## config.mk

```make
export PLATFORM = sky130hd
export DESIGN_NAME = i2c_master_arbiter_flat
export DESIGN_NICKNAME = d
export VERILOG_FILES = /design/src/rtl/i2c_arb_pkg.sv /design/src/rtl/i2c_master_arbiter_if.sv /design/src/rtl/i2c_master_arbiter_rr_picker.sv /design/src/rtl/i2c_master_arbiter.sv /design/src/flat_wrapper.sv
export SDC_FILE = /design/constraint.sdc
export NUM_CORES = 1
export LEC_CHECK = 0
export CAP_MARGIN = 20
export CORE_ASPECT_RATIO = 0.75
export CORE_UTILIZATION = 44
export CTS_CLUSTER_SIZE = 12
export DETAILED_ROUTE_END_ITERATION = 7
export PLACE_DENSITY = 0.8
export SYNTH_ARGS = -nofsm -noshare
export SYNTH_HDL_FRONTEND = slang
export SYNTH_SLANG_ARGS = --single-unit
```

## constraint.sdc

```tcl
create_clock -name clk_in -period 2.3 [get_ports clk_in]
set_input_delay 0.575 -clock clk_in [delete_from_list [all_inputs] [get_ports clk_in]]
set_output_delay 0.575 -clock clk_in [all_outputs]
set_load 0.005 [all_outputs]
```

## src/rtl/i2c_arb_pkg.sv

```systemverilog
// i2c_arb_pkg: shared state type and width helpers for the i2c master arbiter
package i2c_arb_pkg;
    typedef enum logic [1:0] {IDLE, GRANT, DRAIN} arb_state_t;

    function automatic int idx_w(input int n);
        return (n > 1) ? $clog2(n) : 1;
    endfunction

    function automatic int timeout_w(input int t);
        return (t > 0) ? $clog2(t + 1) : 1;
    endfunction
endpackage

```

## src/rtl/i2c_master_arbiter_if.sv

```systemverilog
// i2c_master_arbiter_if: requester-side and i2c_master-side signals of the arbiter
interface i2c_master_arbiter_if #(parameter int NUM_REQ = 2);
    logic [NUM_REQ-1:0]   req, gnt, timeout_err;
    logic [NUM_REQ*8-1:0] r_address, r_data_tx;
    logic [NUM_REQ-1:0]   r_transfer_start, r_transfer_continues;
    logic [NUM_REQ-1:0]   r_transfer_ready, r_interrupt, r_transaction_complete, r_nack, r_address_err;
    logic [7:0]           r_data_rx, m_address, m_data_tx, m_data_rx;
    logic                 m_transfer_start, m_transfer_continues;
    logic                 m_transfer_ready, m_interrupt, m_transaction_complete, m_nack, m_address_err;
    logic                 busy;

    modport master (
        input  req, r_address, r_data_tx, r_transfer_start, r_transfer_continues,
               m_transfer_ready, m_interrupt, m_transaction_complete, m_nack, m_address_err, m_data_rx,
        output gnt, timeout_err, busy, r_transfer_ready, r_interrupt, r_transaction_complete,
               r_nack, r_address_err, r_data_rx, m_address, m_data_tx, m_transfer_start, m_transfer_continues
    );

    modport slave (
        output req, r_address, r_data_tx, r_transfer_start, r_transfer_continues,
               m_transfer_ready, m_interrupt, m_transaction_complete, m_nack, m_address_err, m_data_rx,
        input  gnt, timeout_err, busy, r_transfer_ready, r_interrupt, r_transaction_complete,
               r_nack, r_address_err, r_data_rx, m_address, m_data_tx, m_transfer_start, m_transfer_continues
    );
endinterface

```

## src/rtl/i2c_master_arbiter_rr_picker.sv

```systemverilog
// rr_picker: picks the first eligible index strictly after last_grant, wrapping
module rr_picker
    import i2c_arb_pkg::*;
#(
    parameter int NUM_REQ = 2,
    parameter int IDX_W   = idx_w(NUM_REQ)
) (
    input  logic [NUM_REQ-1:0] eligible,
    input  logic [IDX_W-1:0]   last_grant,
    output logic [NUM_REQ-1:0] winner,
    output logic [IDX_W-1:0]   index,
    output logic               any_valid
);
    logic [IDX_W-1:0] cand;

    always_comb begin
        winner    = '0;
        index     = '0;
        any_valid = 1'b0;
        cand      = '0;
        for (int k = 1; k <= NUM_REQ; k++) begin
            cand = IDX_W'((int'(last_grant) + k) % NUM_REQ);
            if (!any_valid && eligible[cand]) begin
                any_valid = 1'b1;
                index     = cand;
            end
        end
        winner[index] = any_valid;
    end
endmodule

```

## src/rtl/i2c_master_arbiter.sv

```systemverilog
// i2c_master_arbiter: round-robin sharing of one i2c_master among NUM_REQ requesters,
// whole-transaction grants, response routing to the owner and grant revocation on timeout
module i2c_master_arbiter
    import i2c_arb_pkg::*;
#(
    parameter int NUM_REQ        = 2,
    parameter int TIMEOUT_CYCLES = 1048576
) (
    input logic                  clk_in,
    input logic                  reset_n,
    i2c_master_arbiter_if.master bus
);
    localparam int IDX_W     = idx_w(NUM_REQ);
    localparam int TIMEOUT_W = timeout_w(TIMEOUT_CYCLES);

    arb_state_t           state, state_n;
    logic [NUM_REQ-1:0]   gnt_n, mask, mask_n, tmo_n, elig, win;
    logic [IDX_W-1:0]     last, last_n, pick;
    logic [TIMEOUT_W-1:0] cnt, cnt_n;
    logic [7:0]           addr_q, data_q;
    logic                 any, req_g, tmo_hit, granted;

    rr_picker #(.NUM_REQ(NUM_REQ), .IDX_W(IDX_W)) u_pick (
        .eligible  (elig),
        .last_grant(last),
        .winner    (win),
        .index     (pick),
        .any_valid (any)
    );

    assign elig    = bus.req & ~mask;
    assign req_g   = |(bus.req & bus.gnt);
    assign granted = state == GRANT;
    assign tmo_hit = (TIMEOUT_CYCLES != 0) && cnt == TIMEOUT_W'(TIMEOUT_CYCLES - 1) && !bus.m_interrupt;

    always_comb begin
        state_n = state;
        gnt_n   = bus.gnt;
        last_n  = last;
        cnt_n   = cnt;
        tmo_n   = '0;
        mask_n  = mask & bus.req;
        case (state)
            IDLE: if (any && bus.m_transfer_ready) begin
                state_n = GRANT;
                gnt_n   = win;
                last_n  = pick;
                cnt_n   = '0;
            end
            GRANT: begin
                cnt_n = bus.m_interrupt ? '0 : cnt + 1'b1;
                if (!req_g) begin
                    state_n = bus.m_transfer_ready ? IDLE : DRAIN;
                    gnt_n   = '0;
                end else if (tmo_hit) begin
                    state_n = DRAIN;
                    gnt_n   = '0;
                    tmo_n   = bus.gnt;
                    mask_n  = mask_n | bus.gnt;
                end
            end
            default: if (bus.m_transfer_ready) state_n = IDLE;
        endcase
    end

    always_ff @(posedge clk_in or negedge reset_n) begin
        if (!reset_n) begin
            state           <= IDLE;
            bus.gnt         <= '0;
            last            <= IDX_W'(NUM_REQ - 1);
            cnt             <= '0;
            mask            <= '0;
            bus.timeout_err <= '0;
            addr_q          <= '0;
            data_q          <= '0;
        end else begin
            state           <= state_n;
            bus.gnt         <= gnt_n;
            last            <= last_n;
            cnt             <= cnt_n;
            mask            <= mask_n;
            bus.timeout_err <= tmo_n;
            addr_q          <= bus.m_address;
            data_q          <= bus.m_data_tx;
        end
    end

    // Outside GRANT the address/data bytes freeze so the master can finish its byte and STOP
    assign bus.m_address              = granted ? bus.r_address[{last, 3'b000} +: 8] : addr_q;
    assign bus.m_data_tx              = granted ? bus.r_data_tx[{last, 3'b000} +: 8] : data_q;
    assign bus.m_transfer_start       = granted && bus.r_transfer_start[last];
    assign bus.m_transfer_continues   = granted && bus.r_transfer_continues[last];
    assign bus.r_transfer_ready       = bus.gnt & {NUM_REQ{bus.m_transfer_ready}};
    assign bus.r_interrupt            = bus.gnt & {NUM_REQ{bus.m_interrupt}};
    assign bus.r_transaction_complete = bus.gnt & {NUM_REQ{bus.m_transaction_complete}};
    assign bus.r_nack                 = bus.gnt & {NUM_REQ{bus.m_nack}};
    assign bus.r_address_err          = bus.gnt & {NUM_REQ{bus.m_address_err}};
    assign bus.r_data_rx              = bus.m_data_rx;
    assign bus.busy                   = state != IDLE;
endmodule

```

## src/flat_wrapper.sv

```systemverilog
// flat-port wrapper written by rule: the top's interface ports become plain ports
module i2c_master_arbiter_flat import i2c_arb_pkg::*;
#(
    parameter int NUM_REQ        = 2,
    parameter int TIMEOUT_CYCLES = 1048576
)
  (clk_in, reset_n, bus_req, bus_r_address, bus_r_data_tx, bus_r_transfer_start, bus_r_transfer_continues, bus_m_transfer_ready, bus_m_interrupt, bus_m_transaction_complete, bus_m_nack, bus_m_address_err, bus_m_data_rx, bus_gnt, bus_timeout_err, bus_busy, bus_r_transfer_ready, bus_r_interrupt, bus_r_transaction_complete, bus_r_nack, bus_r_address_err, bus_r_data_rx, bus_m_address, bus_m_data_tx, bus_m_transfer_start, bus_m_transfer_continues);
  i2c_master_arbiter_if #(.NUM_REQ(NUM_REQ)) bus_i ();
  input logic clk_in;
  input logic reset_n;
  input wire logic [$bits(bus_i.req)-1:0] bus_req;
  input wire logic [$bits(bus_i.r_address)-1:0] bus_r_address;
  input wire logic [$bits(bus_i.r_data_tx)-1:0] bus_r_data_tx;
  input wire logic [$bits(bus_i.r_transfer_start)-1:0] bus_r_transfer_start;
  input wire logic [$bits(bus_i.r_transfer_continues)-1:0] bus_r_transfer_continues;
  input wire logic [$bits(bus_i.m_transfer_ready)-1:0] bus_m_transfer_ready;
  input wire logic [$bits(bus_i.m_interrupt)-1:0] bus_m_interrupt;
  input wire logic [$bits(bus_i.m_transaction_complete)-1:0] bus_m_transaction_complete;
  input wire logic [$bits(bus_i.m_nack)-1:0] bus_m_nack;
  input wire logic [$bits(bus_i.m_address_err)-1:0] bus_m_address_err;
  input wire logic [$bits(bus_i.m_data_rx)-1:0] bus_m_data_rx;
  output wire logic [$bits(bus_i.gnt)-1:0] bus_gnt;
  output wire logic [$bits(bus_i.timeout_err)-1:0] bus_timeout_err;
  output wire logic [$bits(bus_i.busy)-1:0] bus_busy;
  output wire logic [$bits(bus_i.r_transfer_ready)-1:0] bus_r_transfer_ready;
  output wire logic [$bits(bus_i.r_interrupt)-1:0] bus_r_interrupt;
  output wire logic [$bits(bus_i.r_transaction_complete)-1:0] bus_r_transaction_complete;
  output wire logic [$bits(bus_i.r_nack)-1:0] bus_r_nack;
  output wire logic [$bits(bus_i.r_address_err)-1:0] bus_r_address_err;
  output wire logic [$bits(bus_i.r_data_rx)-1:0] bus_r_data_rx;
  output wire logic [$bits(bus_i.m_address)-1:0] bus_m_address;
  output wire logic [$bits(bus_i.m_data_tx)-1:0] bus_m_data_tx;
  output wire logic [$bits(bus_i.m_transfer_start)-1:0] bus_m_transfer_start;
  output wire logic [$bits(bus_i.m_transfer_continues)-1:0] bus_m_transfer_continues;
  assign bus_i.req = bus_req;
  assign bus_i.r_address = bus_r_address;
  assign bus_i.r_data_tx = bus_r_data_tx;
  assign bus_i.r_transfer_start = bus_r_transfer_start;
  assign bus_i.r_transfer_continues = bus_r_transfer_continues;
  assign bus_i.m_transfer_ready = bus_m_transfer_ready;
  assign bus_i.m_interrupt = bus_m_interrupt;
  assign bus_i.m_transaction_complete = bus_m_transaction_complete;
  assign bus_i.m_nack = bus_m_nack;
  assign bus_i.m_address_err = bus_m_address_err;
  assign bus_i.m_data_rx = bus_m_data_rx;
  assign bus_gnt = bus_i.gnt;
  assign bus_timeout_err = bus_i.timeout_err;
  assign bus_busy = bus_i.busy;
  assign bus_r_transfer_ready = bus_i.r_transfer_ready;
  assign bus_r_interrupt = bus_i.r_interrupt;
  assign bus_r_transaction_complete = bus_i.r_transaction_complete;
  assign bus_r_nack = bus_i.r_nack;
  assign bus_r_address_err = bus_i.r_address_err;
  assign bus_r_data_rx = bus_i.r_data_rx;
  assign bus_m_address = bus_i.m_address;
  assign bus_m_data_tx = bus_i.m_data_tx;
  assign bus_m_transfer_start = bus_i.m_transfer_start;
  assign bus_m_transfer_continues = bus_i.m_transfer_continues;
  i2c_master_arbiter #(.NUM_REQ(NUM_REQ), .TIMEOUT_CYCLES(TIMEOUT_CYCLES)) u_core (.clk_in(clk_in), .reset_n(reset_n), .bus(bus_i));
endmodule
```

# [Word level (Yosys, flattened, before mapping)]
# Index checks and enable logic that the tools add are counted.
[word_totals] regBits=46 in_bits=53 output_inout_bits=41 elab_cells=85
[op_classes] n_addsub=3 magnitude_cmp=5 eq_ne=4 n_shift=2 mux=35 n_bitwise=11 reduce_logical=17
[op_table] cell="2-to-1 mux 21 bit" n=2
[op_table] cell="one-hot mux 21 bit (2 select lines)" n=1
[op_table] cell="indexed part select 16 x 5 -> 8 bit" n=2
[op_table] cell="2-to-1 mux 2 bit" n=14
[op_table] cell="adder 21 x 1 -> 21 bit (second input constant)" n=1
[op_table] cell="equality test 21 x 20 -> 1 bit (second input constant)" n=1
[op_table] cell="bitwise AND 2 bit" n=9
[op_table] cell="2-to-1 mux 8 bit" n=2
[op_table] cell="2-to-1 mux 1 bit" n=13
[op_table] cell="< comparator 1 x 2 -> 1 bit (second input constant)" n=4
[op_table] cell="one-hot mux 2 bit (2 select lines)" n=2
[op_table] cell="logical AND 1 bit" n=6
[op_table] cell="AND reduction 3 bit" n=2
[op_table] cell="AND reduction 2 bit" n=2
[op_table] cell="nonzero test 2 bit" n=2
[op_table] cell="!= test 3 bit (second input constant)" n=1
[op_table] cell="nonzero test 3 bit" n=1
[op_table] cell="adder 1 bit (second input constant)" n=2
[op_table] cell="equality test 2 x 1 -> 1 bit (second input constant)" n=1
[op_table] cell="logical NOT 1 bit" n=2
[op_table] cell="logical NOT 2 bit" n=1
[op_table] cell="!= test 2 x 1 -> 1 bit (second input constant)" n=1
[op_table] cell="NOT 2 bit" n=1
[op_table] cell="OR 2 bit" n=1
[op_table] cell="3 further kinds" n=3

# [Depth between registers and ports, before layout]
# Gate-level depths: netlist (run 1).
[logic_depth] word_depth=15 ltp_mapped=7

# [Modules after synthesis]
# A second synthesis (run 1) with hierarchy kept.
[unflattened] cells_unflattened=277 area_unflattened_um2=2602.5
[by_module_without_submodules] module="i2c_master_arbiter" instances=1 cells_each=272 area_each_um2=2570.0 seq_area_each_um2=1152.4
[by_module_without_submodules] module="rr_picker" instances=1 cells_each=5 area_each_um2=32.5 seq_area_each_um2=0.0

# [Least setup slack after synthesis (run 1)]
# Ideal clock, no wire load.
[synth_timing] path_kind="register -> output" from="register u_core.last" to="output port bus_m_address[0]" arrival_ns=1.558 setup_slack_ns=0.167 path_stages_with_launch=5 cell_sequence="dfstp_2 -> buf_2 -> buf_1 -> mux2i_1 -> o21ai_0"
[synth_via] elab_chain_len=2
[synth_lines] item="start, declared" line_no="i2c_master_arbiter.sv:18" rtl="logic [IDX_W-1:0] last, last_n, pick;"
[synth_lines] item="start signal, assigned" line_no="i2c_master_arbiter.sv:70" rtl="last <= IDX_W'(NUM_REQ - 1);"
[synth_lines] item="start signal, assigned" line_no="i2c_master_arbiter.sv:79" rtl="last <= last_n;"
[synth_lines] item="indexed part select 16 x 5 -> 8 bit" line_no="i2c_master_arbiter.sv:89" rtl="assign bus.m_address = granted ? bus.r_address[{last, 3'b000} +: 8] : addr_q;"
[synth_lines] item="2-to-1 mux 8 bit" line_no="i2c_master_arbiter.sv:89"
[synth_lines] item="end, declared" line_no="flat_wrapper.sv:31" rtl="output wire logic [$bits(bus_i.m_address)-1:0] bus_m_address;"
# No other way between the ends.

# [Worst setup path in the final report (run 1)]
[layout_timing] from="register u_core.last" to="output port bus_m_data_tx[0]"
[layout_via] elab_chain_len=2
[layout_lines] item="indexed part select 16 x 5 -> 8 bit" line_no="i2c_master_arbiter.sv:90" rtl="assign bus.m_data_tx = granted ? bus.r_data_tx[{last, 3'b000} +: 8] : data_q;"
[layout_lines] item="2-to-1 mux 8 bit" line_no="i2c_master_arbiter.sv:90"
[layout_lines] item="end, declared" line_no="flat_wrapper.sv:32" rtl="output wire logic [$bits(bus_i.m_data_tx)-1:0] bus_m_data_tx;"
# No other way between the ends.

==> results.ini, run 1 <==
[run_status]
status = finished, final reports clean

[finish]
areaGrowthSynthToFinish_pct = 48.8
final_cell_mix = 54 x clkdlybuf4s50_1, 45 x dfrtp_1, 37 x buf_4
nets = 418
post-route-util_pct = 68.3
stdcell_count = 440
antenna_cells = 0
fin_area_sq_mm = 0.00368
final_common_cell = clkdlybuf4s50_1
layout-drive-gt1-share_pct = 18.6

[sta]
maxSlewViolCount = 0
skew_ps = 13.0
final-setup-viol-count = 0
relSlewSlack_pct = 62.8
timing.final.hold_violations = 0
tightest_slew_ps = 559
max_freq_ghz = 0.444
fin_crit_sh_pct = 97.9
whs_ps = 249
rsz0062_at_grt = true
period_needed_ps = 2250

[placed_design]
hpwl_microns = 4820
finalWeightedCongestion = 0.809
dp_cells = 415
io_buffers = 77
placed_area_sq_mm = 0.00342

[critical_path]
r2r_slack_ps = 250
cp_top_family = flip-flops
r2r_end = u_core.state[0]$_DFFE_PN0P_
max_stage_delay_ps = 560
crit_path_start_kind = flop
cp.arrival_ps = 1680
required_ps = 1730
cp_slowest_cell = dfstp_2
cp-end-kind = output pin
r2r-start = u_core.cnt[0]$_DFFE_PN0P_
worstRegToRegCells = 6
crit_buf_inv = 3
crit_chain = buf_12, buf_4, mux2i_2, o21ai_2, dlygate4sd2_1
crit_type = reg -> out
cp_max_fo = 14

[route]
dr.pass1.iters = 4
drc_errors = 0
wirelength_microns = 6600
num_vias = 2355
ant_nets = 0
via_per_inst = 5.35
routedWlPerCell_microns = 15.0
drt_iter0_drc = 148

[clock_network]
cts_buffer_depth = 2
cts_tree = built
clock-root-buffer = clkbuf_8
postCtsHoldBufs = 0
worstSkewPairLatency_ps = 310
cts.clk_slew.worst_paths_ps = 90
htree_levels = 2
cts.sinks = 46
cts_buffers = 5

[synth]
avgSynthCellArea_sq_um = 9.62
ys_warn_count = 0
yosysTopAreaCell = dfrtp_1
synth.area.top_cells = dfrtp_1 46%, mux2i_1 7.3%, o21ai_0 4.5%
yosysUniqueCellTypes = 47
synth_mux_area_share_pct = 7.75
synth_edf_count = 0
async_flop_share_pct = 100
synth_top_family_by_area = simple AND/OR/NAND/NOR gates
synth_fa_ha_area_share_pct = 0.506
synth-seq-area-share_pct = 46.6
syn_nets = 311
synth_compound_area_share_pct = 16.6
ys.flop_type = dfrtp_1
syn_area_sq_mm = 0.00247
yosys.area_share.simple_pct = 20.2
synth-seq-cells = 46
synthCells = 257
synth-xor-area-share_pct = 3.19
synth_top_area_share_pct = 45.6

[floorplan]
io_pins = 94
start_util_pct = 45.9
core.rowCount = 23
die-area_sq_mm = 0.00592
die_y_microns = 66.9
core_sq_mm = 0.00538
die_w_microns = 88.5

[flow_run]
maxCapViolCount = 0

[hold_path]
min_path_type = in -> async

[power_and_ir_drop]
powerDensity_mw_per_mm2 = 954
vdd_drop_max_mv = 0.630
p_leak_nw = 1.71

[global_route]
grt_pass1_vias = 2290
grt_pass1_wl_microns = 10600
grt_usage_pct = 24.2
antenna_found_initial = 0
gr-total-overflow = 0
grt_max_degree = 26

## kinds of logic after synthesis
kind of cell | after synthesis
xor+xnor | 9
compound gates | 66
buf+inv | 25
fa+ha+maj | 1
simple gates | 91
flops | 46
mux | 19
## power breakdown
group / leakage [nW] / total [mW] / switching, mW / internal (mW)
sequential: 0.606 / 1.13 / 0.113 / 1.01
combinational: 1.06 / 1.87 / 0.826 / 1.04
clock: 0.0482 / 0.516 / 0.273 / 0.243
## worst max path at each step
stage / start / to / slack (ps) / cells after the start
finish: u_core.last$_DFFE_PN1P_ / bus_m_data_tx[0] / 50 / 5
global route: u_core.last$_DFFE_PN1P_ / bus_m_address[5] / -20 / 5
CTS: bus_r_data_tx[15] / bus_m_data_tx[7] / -110 / 4
detailed placement: bus_r_data_tx[15] / bus_m_data_tx[7] / -180 / 4
global placement: bus_r_data_tx[12] / bus_m_data_tx[4] / -140 / 4
floorplan: u_core.last$_DFFE_PN1P_ / bus_m_address[0] / 170 / 4
## metal layers
metal | track usage [%] | wire length (microns) | vias to the layer above
met2 | 41.5 | 3190 | 89
met4 | 8.67 | 112 | 0
li1 | - | - | 1132
met3 | 5.33 | 445 | 12
met5 | 0 | 0 | -
met1 | 29.9 | 2850 | 1122
## area by class of cell
class / count / area, sq um
inverters: 7 / 26.3
repair buffers: 118 / 1090
multi-input cells: 186 / 1230
clock inverters: 1 / 5.00
clock buffers: 7 / 86.3
flip-flops and latches: 46 / 1150
fillers: 430 / 1700
well taps: 75 / 93.8
## sequential cells by signal, summed over array words and instances (netlist names)
signal and cells:
u_core.bus.timeout_err 2, u_core.last 1, u_core.bus.gnt 2, u_core.addr_q 8, u_core.cnt 21, u_core.state 2, u_core.data_q 8, u_core.mask 2
## Yosys cell counts, types with 2 or more instances
master,count
a31oi_1,3
o31ai_1,5
or3_1,2
mux2i_1,18
xnor2_1,6
and2_1,12
inv_1,7
clkbuf_1,6
nand2_1,28
xor2_1,3
and3_2,2
nand4_1,4
or4_1,5
o21ai_0,22
nand3_1,5
nor2_1,16
a211oi_1,4
a21oi_1,15
nand3b_1,3
nor2b_1,2
dfrtp_1,45
nand2b_1,5
buf_2,2
o211ai_1,3
buf_4,8
a21o_1,5
## metrics by stage
stage	total power, mW	setup TNS (ps)	worst slack, ps
final	3.51	0	49.1
after global routing	3.73	-34.9	-17.8
after CTS	3.39	-108	-108
after detailed placement	2.81	-2270	-177
after global placement	2.77	-1840	-144
after floorplan	1.87	0	167
## timing repair
action | 4_1_cts | 5_1_grt
resized for setup | 34 | 21
setup endpoints to repair | 21 | 16
setup buffers | 13 | 4
pin swaps | 0 | 2
No activity file was read; power rests on OpenSTA's default activity.
==> inputs of run 2 (changes only) <==
--- a/config.mk
+++ b/config.mk
@@ -10,7 +10,7 @@
 export CORE_UTILIZATION = 44
 export CTS_CLUSTER_SIZE = 12
 export DETAILED_ROUTE_END_ITERATION = 7
-export PLACE_DENSITY = 0.8
+export PLACE_DENSITY = 0.91
 export SYNTH_ARGS = -nofsm -noshare
 export SYNTH_HDL_FRONTEND = slang
 export SYNTH_SLANG_ARGS = --single-unit
==> run 2 against run 1 <==
Compared with the run above:
- first-iteration DRC count shrank 39%
- total power grew 13%
- clock skew shrank 5.0 ps
- sequential cell count is the same
- cell area grew 2.3%
- largest cell class unchanged
- highest routed layer unchanged
- largest power group unchanged
- register-to-register slack lost 190 ps
- non-clock buffer count shrank 1
==> results.ini, run 2 (synthesis results as in run 1) <==
[critical_path]
cp_top_family = flip-flops
r2r_slack_ps = 60
worstRegToRegCells = 12
crit_path_start_kind = flop
r2r_end = u_core.data_q[4]$_DFF_PN0_
cp_slowest_cell = dfstp_2
r2r-start = u_core.last$_DFFE_PN1P_
cp.arrival_ps = 1690
cp-end-kind = output pin
required_ps = 1730
max_stage_delay_ps = 570
crit_type = reg -> out
crit_chain = buf_12, buf_12, mux2i_1, o21ai_1, clkdlybuf4s15_1
crit_buf_inv = 3
worst_path_most_repeated_cell = buf_12
cp_max_fo = 6

[finish]
stdcell_count = 439
top_register = u_core.cnt
reg_top3 = u_core.cnt x21, u_core.addr_q x8, u_core.data_q x8
areaGrowthSynthToFinish_pct = 52.3
largest_reg_flops = 21
nets = 417
multiInputGateArea_sq_mm = 0.00122
antenna_cells = 0
post-route-util_pct = 69.9
regArea_sq_mm = 0.00115
final_common_cell = clkdlybuf4s50_1
layout-drive-gt1-share_pct = 19.0
final_cell_mix = 56 x clkdlybuf4s50_1, 45 x dfrtp_1, 35 x buf_4
fillers = 403

[floorplan]
start_util_pct = 45.9
core.rowCount = 23
die-area_sq_mm = 0.00592
core_sq_mm = 0.00538
die_y_microns = 66.9
io_pins = 94
die_w_microns = 88.5

[global_route]
grt_max_degree = 47
gr-total-overflow = 0
antenna_found_initial = 0
grt_usage_pct = 24.7
grt_pass1_wl_microns = 10900
grt_pass1_vias = 2416

[placed_design]
hpwl_microns = 4540
dp_cells = 414
io_buffers = 77
finalWeightedCongestion = 0.882

[route]
dr.pass1.iters = 4
wirelength_microns = 6660
routedWlPerCell_microns = 15.2
ant_nets = 0
via_per_inst = 5.36
num_vias = 2351
drc_errors = 0
drt_iter0_drc = 90

[clock_network]
cts_buffers = 5
clock-root-buffer = clkbuf_8
cts.clk_slew.worst_paths_ps = 90
htree_levels = 2
cts_buffer_depth = 2
cts.sinks = 46
worstSkewPairLatency_ps = 310
cts_tree = built

[sta]
maxSlewViolCount = 0
period_needed_ps = 2270
skew_ps = 7.96
relSlewSlack_pct = 61.5
max_freq_ghz = 0.441
tightest_slew_ps = 577
rsz0062_at_grt = true
fin_crit_sh_pct = 98.5
timing.final.hold_violations = 0
final-setup-viol-count = 0

[run_status]
status = finished, final reports clean

[power_and_ir_drop]
vdd_drop_max_mv = 0.641
power_mw = 3.98
p_leak_nw = 1.72
powerDensity_mw_per_mm2 = 1060

[hold_path]
min_path_type = in -> async

[flow_run]
maxCapViolCount = 0

[run 2: cell count changes in the layout (fill, tap and decap cells not counted), moves of 3 or more]
cell	before	now
buf_6	3	0
clkdlybuf4s15_1	5	8
dlygate4sd2_1	12	8
dlymetal6s2s_1	4	1
[run 2: what timing repair did]
action | CTS | global route
hold buffers | 0 | 0
gates cloned | 2 | 0
resized for setup | 44 | 14
pin swaps | 4 | 5
setup endpoints to repair | 20 | 13
setup buffers | 12 | 3
[run 2: how the worst max path moves through the flow]
stage,start,end,slack (ps),depth (start not counted)
floorplan,u_core.last$_DFFE_PN1P_,bus_m_address[0],170,4
CTS,bus_m_transfer_ready,bus_r_transfer_ready[0],6,3
global route,u_core.last$_DFFE_PN1P_,bus_m_data_tx[1],-20,5
detailed placement,bus_r_address[14],bus_m_address[6],-280,4
finish,u_core.last$_DFFE_PN1P_,bus_m_data_tx[6],30,5
global placement,bus_r_address[9],bus_m_address[1],-140,4
[run 2: area by class of cell]
cell class              count  share of cell area, %
clock buffers               6                   2.19
clock inverters             2                   1.60
inverters                   7                  0.698
multi-input cells         186                   32.5
flip-flops and latches     46                   30.6
well taps                  75                   2.49
repair buffers            117                   29.9
[run 2: stage by stage]
| stage | setup slack [ps] | instance area [sq um] | setup TNS [ps] | hold WS (ps) |
|---|---|---|---|---|
| 6_report | 34.4 | 3760 | 0 | 337 |
| 3_3_place_gp | -136 | 3430 | -1680 | 455 |
| 4_1_cts | 5.69 | 3730 | 0 | 359 |
| 2_1_floorplan | 167 | 2470 | 0 | 279 |
| 5_1_grt | -18.5 | 3760 | -23.0 | 398 |
| 3_5_place_dp | -284 | 3430 | -2500 | 474 |
[run 2: power breakdown]
| group | switching [mW] | internal [mW] | total (mW) |
|---|---|---|---|
| clock network | 0.286 | 0.463 | 0.749 |
| registers | 0.122 | 1.01 | 1.14 |
| logic | 0.874 | 1.22 | 2.10 |
| total | 1.28 | 2.70 | 3.98 |
[run 2: worst reg2reg max path, delay by kind of cell, from the launching register on]
kind / cells / cell delay (ps)
buf+inv: 10 / 1270
compound gates: 1 / 120
mux: 1 / 210
flops: 1 / 570
[run 2: routing by layer]
metal | track usage, % | vias to the layer above | routed length, microns
met5 | 0 | - | 0
met4 | 9.88 | 0 | 125
met3 | 6.82 | 16 | 487
met2 | 43.8 | 99 | 3340
met1 | 28.1 | 1114 | 2710
li1 | - | 1122 | -
==> inputs of run 3 (changes only) <==
--- a/config.mk
+++ b/config.mk
@@ -7,10 +7,12 @@
 export LEC_CHECK = 0
 export CAP_MARGIN = 20
 export CORE_ASPECT_RATIO = 0.75
-export CORE_UTILIZATION = 44
+export CORE_UTILIZATION = 45
 export CTS_CLUSTER_SIZE = 12
 export DETAILED_ROUTE_END_ITERATION = 7
-export PLACE_DENSITY = 0.91
+export PLACE_DENSITY = 0.92
+export SLEW_MARGIN = 10
 export SYNTH_ARGS = -nofsm -noshare
 export SYNTH_HDL_FRONTEND = slang
+export SYNTH_HIERARCHICAL = 1
 export SYNTH_SLANG_ARGS = --single-unit
==> constraint.sdc (replaced) <==
create_clock -name clk_in -period 2.3 [get_ports clk_in]
set_input_delay 0.46 -clock clk_in [delete_from_list [all_inputs] [get_ports clk_in]]
set_output_delay 0.46 -clock clk_in [all_outputs]
set_load 0.005 [all_outputs]
==> run 3 against run 2 <==
Compared with the run above:
- die area grew 2.9%
- worst setup slack lost 9.9 ps
- final cell count grew 0.46%
- critical path depth is the same
- clock skew grew 1.9 ps
- non-clock buffer count shrank 12
- global-route usage shrank 2.0 points
- sequential power is essentially flat
- sequential share of layout area grew 0.86 points
- worst hold slack lost 210 ps
==> results.ini, run 3 <==
[finish]
reg_top3 = u_core/cnt x21, u_core/addr_q x8, u_core/data_q x8
top_register = u_core/cnt
nets = 419
antenna_cells = 0
final_common_cell = clkdlybuf4s50_1
areaGrowthSynthToFinish_pct = 40.7
stdcell_count = 441
final_cell_mix = 58 x clkdlybuf4s50_1, 45 x dfrtp_1, 34 x nand2_1
layout-drive-gt1-share_pct = 13.4
fillers = 438
largest_reg_flops = 21

[synth]
async_flop_share_pct = 100
avgSynthCellArea_sq_um = 9.40
yosysUniqueCellTypes = 54
yosysMostFrequentCell = dfrtp_1
synth-seq-cells = 46
synth_edf_count = 0
synth_top_family_by_area = simple AND/OR/NAND/NOR gates
synth_top_area_share_pct = 43.3
synth-seq-area-share_pct = 44.3
synthCells = 277
synth-xor-area-share_pct = 0.673
syn_area_sq_mm = 0.00260
synth_mux_area_share_pct = 7.36
synth.area.top_cells = dfrtp_1 43%, mux2i_1 6.9%, o21ai_0 5.6%
ys_warn_count = 6
synth_compound_area_share_pct = 18.3
ys.flop_type = dfrtp_1
syn_nets = 331
yosys.area_share.simple_pct = 23.0
synth_commonest_cells = 45 x dfrtp_1, 34 x nand2_1, 29 x o21ai_0, 18 x mux2i_1, 13 x and2_1
synth_fa_ha_area_share_pct = 0.481
yosysTopAreaCell = dfrtp_1

[route]
wirelength_microns = 6750
routedWlPerCell_microns = 15.3
via_per_inst = 5.65
ant_nets = 0
dr.pass1.iters = 4
drt_iter0_drc = 170
num_vias = 2493
drc_errors = 0

[floorplan]
die_y_microns = 67.9
core_sq_mm = 0.00547
die-area_sq_mm = 0.00609
start_util_pct = 47.6
die_w_microns = 89.8
core.rowCount = 23
io_pins = 94

[critical_path]
cp-end-kind = output pin
max_stage_delay_ps = 580
crit_type = reg -> out
crit_chain = buf_12, buf_4, mux2i_1, o21ai_1, dlygate4sd2_1
cp_top_family = flip-flops
cp_max_fo = 12
required_ps = 1840
cp.arrival_ps = 1820
cp_slowest_cell = dfstp_2
crit_path_start_kind = flop
crit_buf_inv = 3

[power_and_ir_drop]
p_leak_nw = 1.61
pwr-share-seq_pct = 33.2
power_mw = 3.47
pwr-share-comb_pct = 52.0
internal_power_mw = 2.21
swShare_pct = 36.4
powerDensity_mw_per_mm2 = 948
pwr-share-clk_pct = 14.9
vdd_drop_max_mv = 0.523
switchingPower_mw = 1.26

[global_route]
grt_pass1_vias = 2281
grt_usage_pct = 22.7
gr-total-overflow = 0
grt_pass1_wl_microns = 10900
grt_max_degree = 35
antenna_found_initial = 0

[clock_network]
cts_buffer_depth = 2
clock-root-buffer = clkbuf_8
cts_tree = built
cts.sinks = 46
htree_levels = 2
cts.clk_slew.worst_paths_ps = 100
cts_buffers = 5
worstSkewPairLatency_ps = 310
postCtsHoldBufs = 0

[run_status]
status = finished, final reports clean

[sta]
period_needed_ps = 2280
whs_ps = 125
maxSlewViolCount = 0
final-setup-viol-count = 0
max_freq_ghz = 0.439
relSlewSlack_pct = 58.1
timing.final.hold_violations = 0
fin_crit_sh_pct = 98.9
tightest_slew_ps = 623
skew_ps = 9.81

[placed_design]
dp_cells = 423
finalWeightedCongestion = 0.945
hpwl_microns = 5040
io_buffers = 77

[hold_path]
min_path_type = in -> async

[flow_run]
maxCapViolCount = 0

-- run 3: power by group through the flow --
stage,Clock [mW],Combinational [mW],Sequential (mW)
after floorplan,0,0.840,1.12
after global placement,0,1.69,1.15
after detailed placement,0,1.75,1.16
after CTS,0.522,1.69,1.15
after global routing,0.553,1.96,1.18
final,0.516,1.80,1.15
-- run 3: path summary, 6_finish.rpt --
check | start | endpoint | slack, ps | depth (start not counted)
worst min-delay path | reset_n | u_core/addr_q[4]$_DFF_PN0_ | 120 | 1
min in group clk_in | u_core/data_q[6]$_DFF_PN0_ | u_core/data_q[6]$_DFF_PN0_ | 500 | 2
worst max register to register | u_core/cnt[0]$_DFFE_PN0P_ | u_core/bus.timeout_err[0]$_DFF_PN0_ | 300 | 5
max in group asynchronous | reset_n | u_core/last$_DFFE_PN1P_ | 1580 | 2
worst min register to register | u_core/data_q[6]$_DFF_PN0_ | u_core/data_q[6]$_DFF_PN0_ | 500 | 2
worst max-delay path | u_core/last$_DFFE_PN1P_ | bus_m_address[3] | 20 | 5
-- run 3: cell families after synthesis --
family / after synthesis
xor gates and xnor gates: 2
AOI/OAI and AO/OA: 72
DFF: 46
muxes: 19
and+or+nand+nor: 108
buffers and inverters: 29
adders and majority gates: 1
-- run 3: through the flow --
step           TNS (ps)  area, sq um  worst slack (ps)  util [%]
5_1_grt           -43.0         3660             -43.0      67.0
4_1_cts           -47.0         3590             -47.0      65.7
3_3_place_gp          0         3500              27.7      64.0
2_1_floorplan         0         2600               473         -
3_5_place_dp      -74.3         3500             -47.2      64.0
6_report              0         3660              24.5      67.0
-- run 3: layout make-up --
cell class	count	area, sq um	share of cell area, %
Clock buffer	5	68.8	1.88
Clock inverter	3	25.0	0.684
Inverter	5	18.8	0.513
Multi-Input combinational cell	202	1290	35.4
Sequential cell	46	1150	31.5
Tap cell	75	93.8	2.56
Timing Repair Buffer	105	1010	27.5
-- run 3: timing repair --
| item | CTS | global route |
|---|---|---|
| pin swaps | 0 | 1 |
| buffers inserted | 3 | 7 |
| gates resized for setup | 33 | 1 |
| endpoints found under the setup margin | 16 | 3 |
-- run 3: per-layer routing --
metal | wire (microns) | vias up | GRT usage, %
met5 | 0 | - | 0
met4 | 102 | 0 | 8.20
met3 | 514 | 13 | 5.00
met2 | 3300 | 120 | 37.8
met1 | 2830 | 1178 | 29.9
li1 | - | 1182 | -
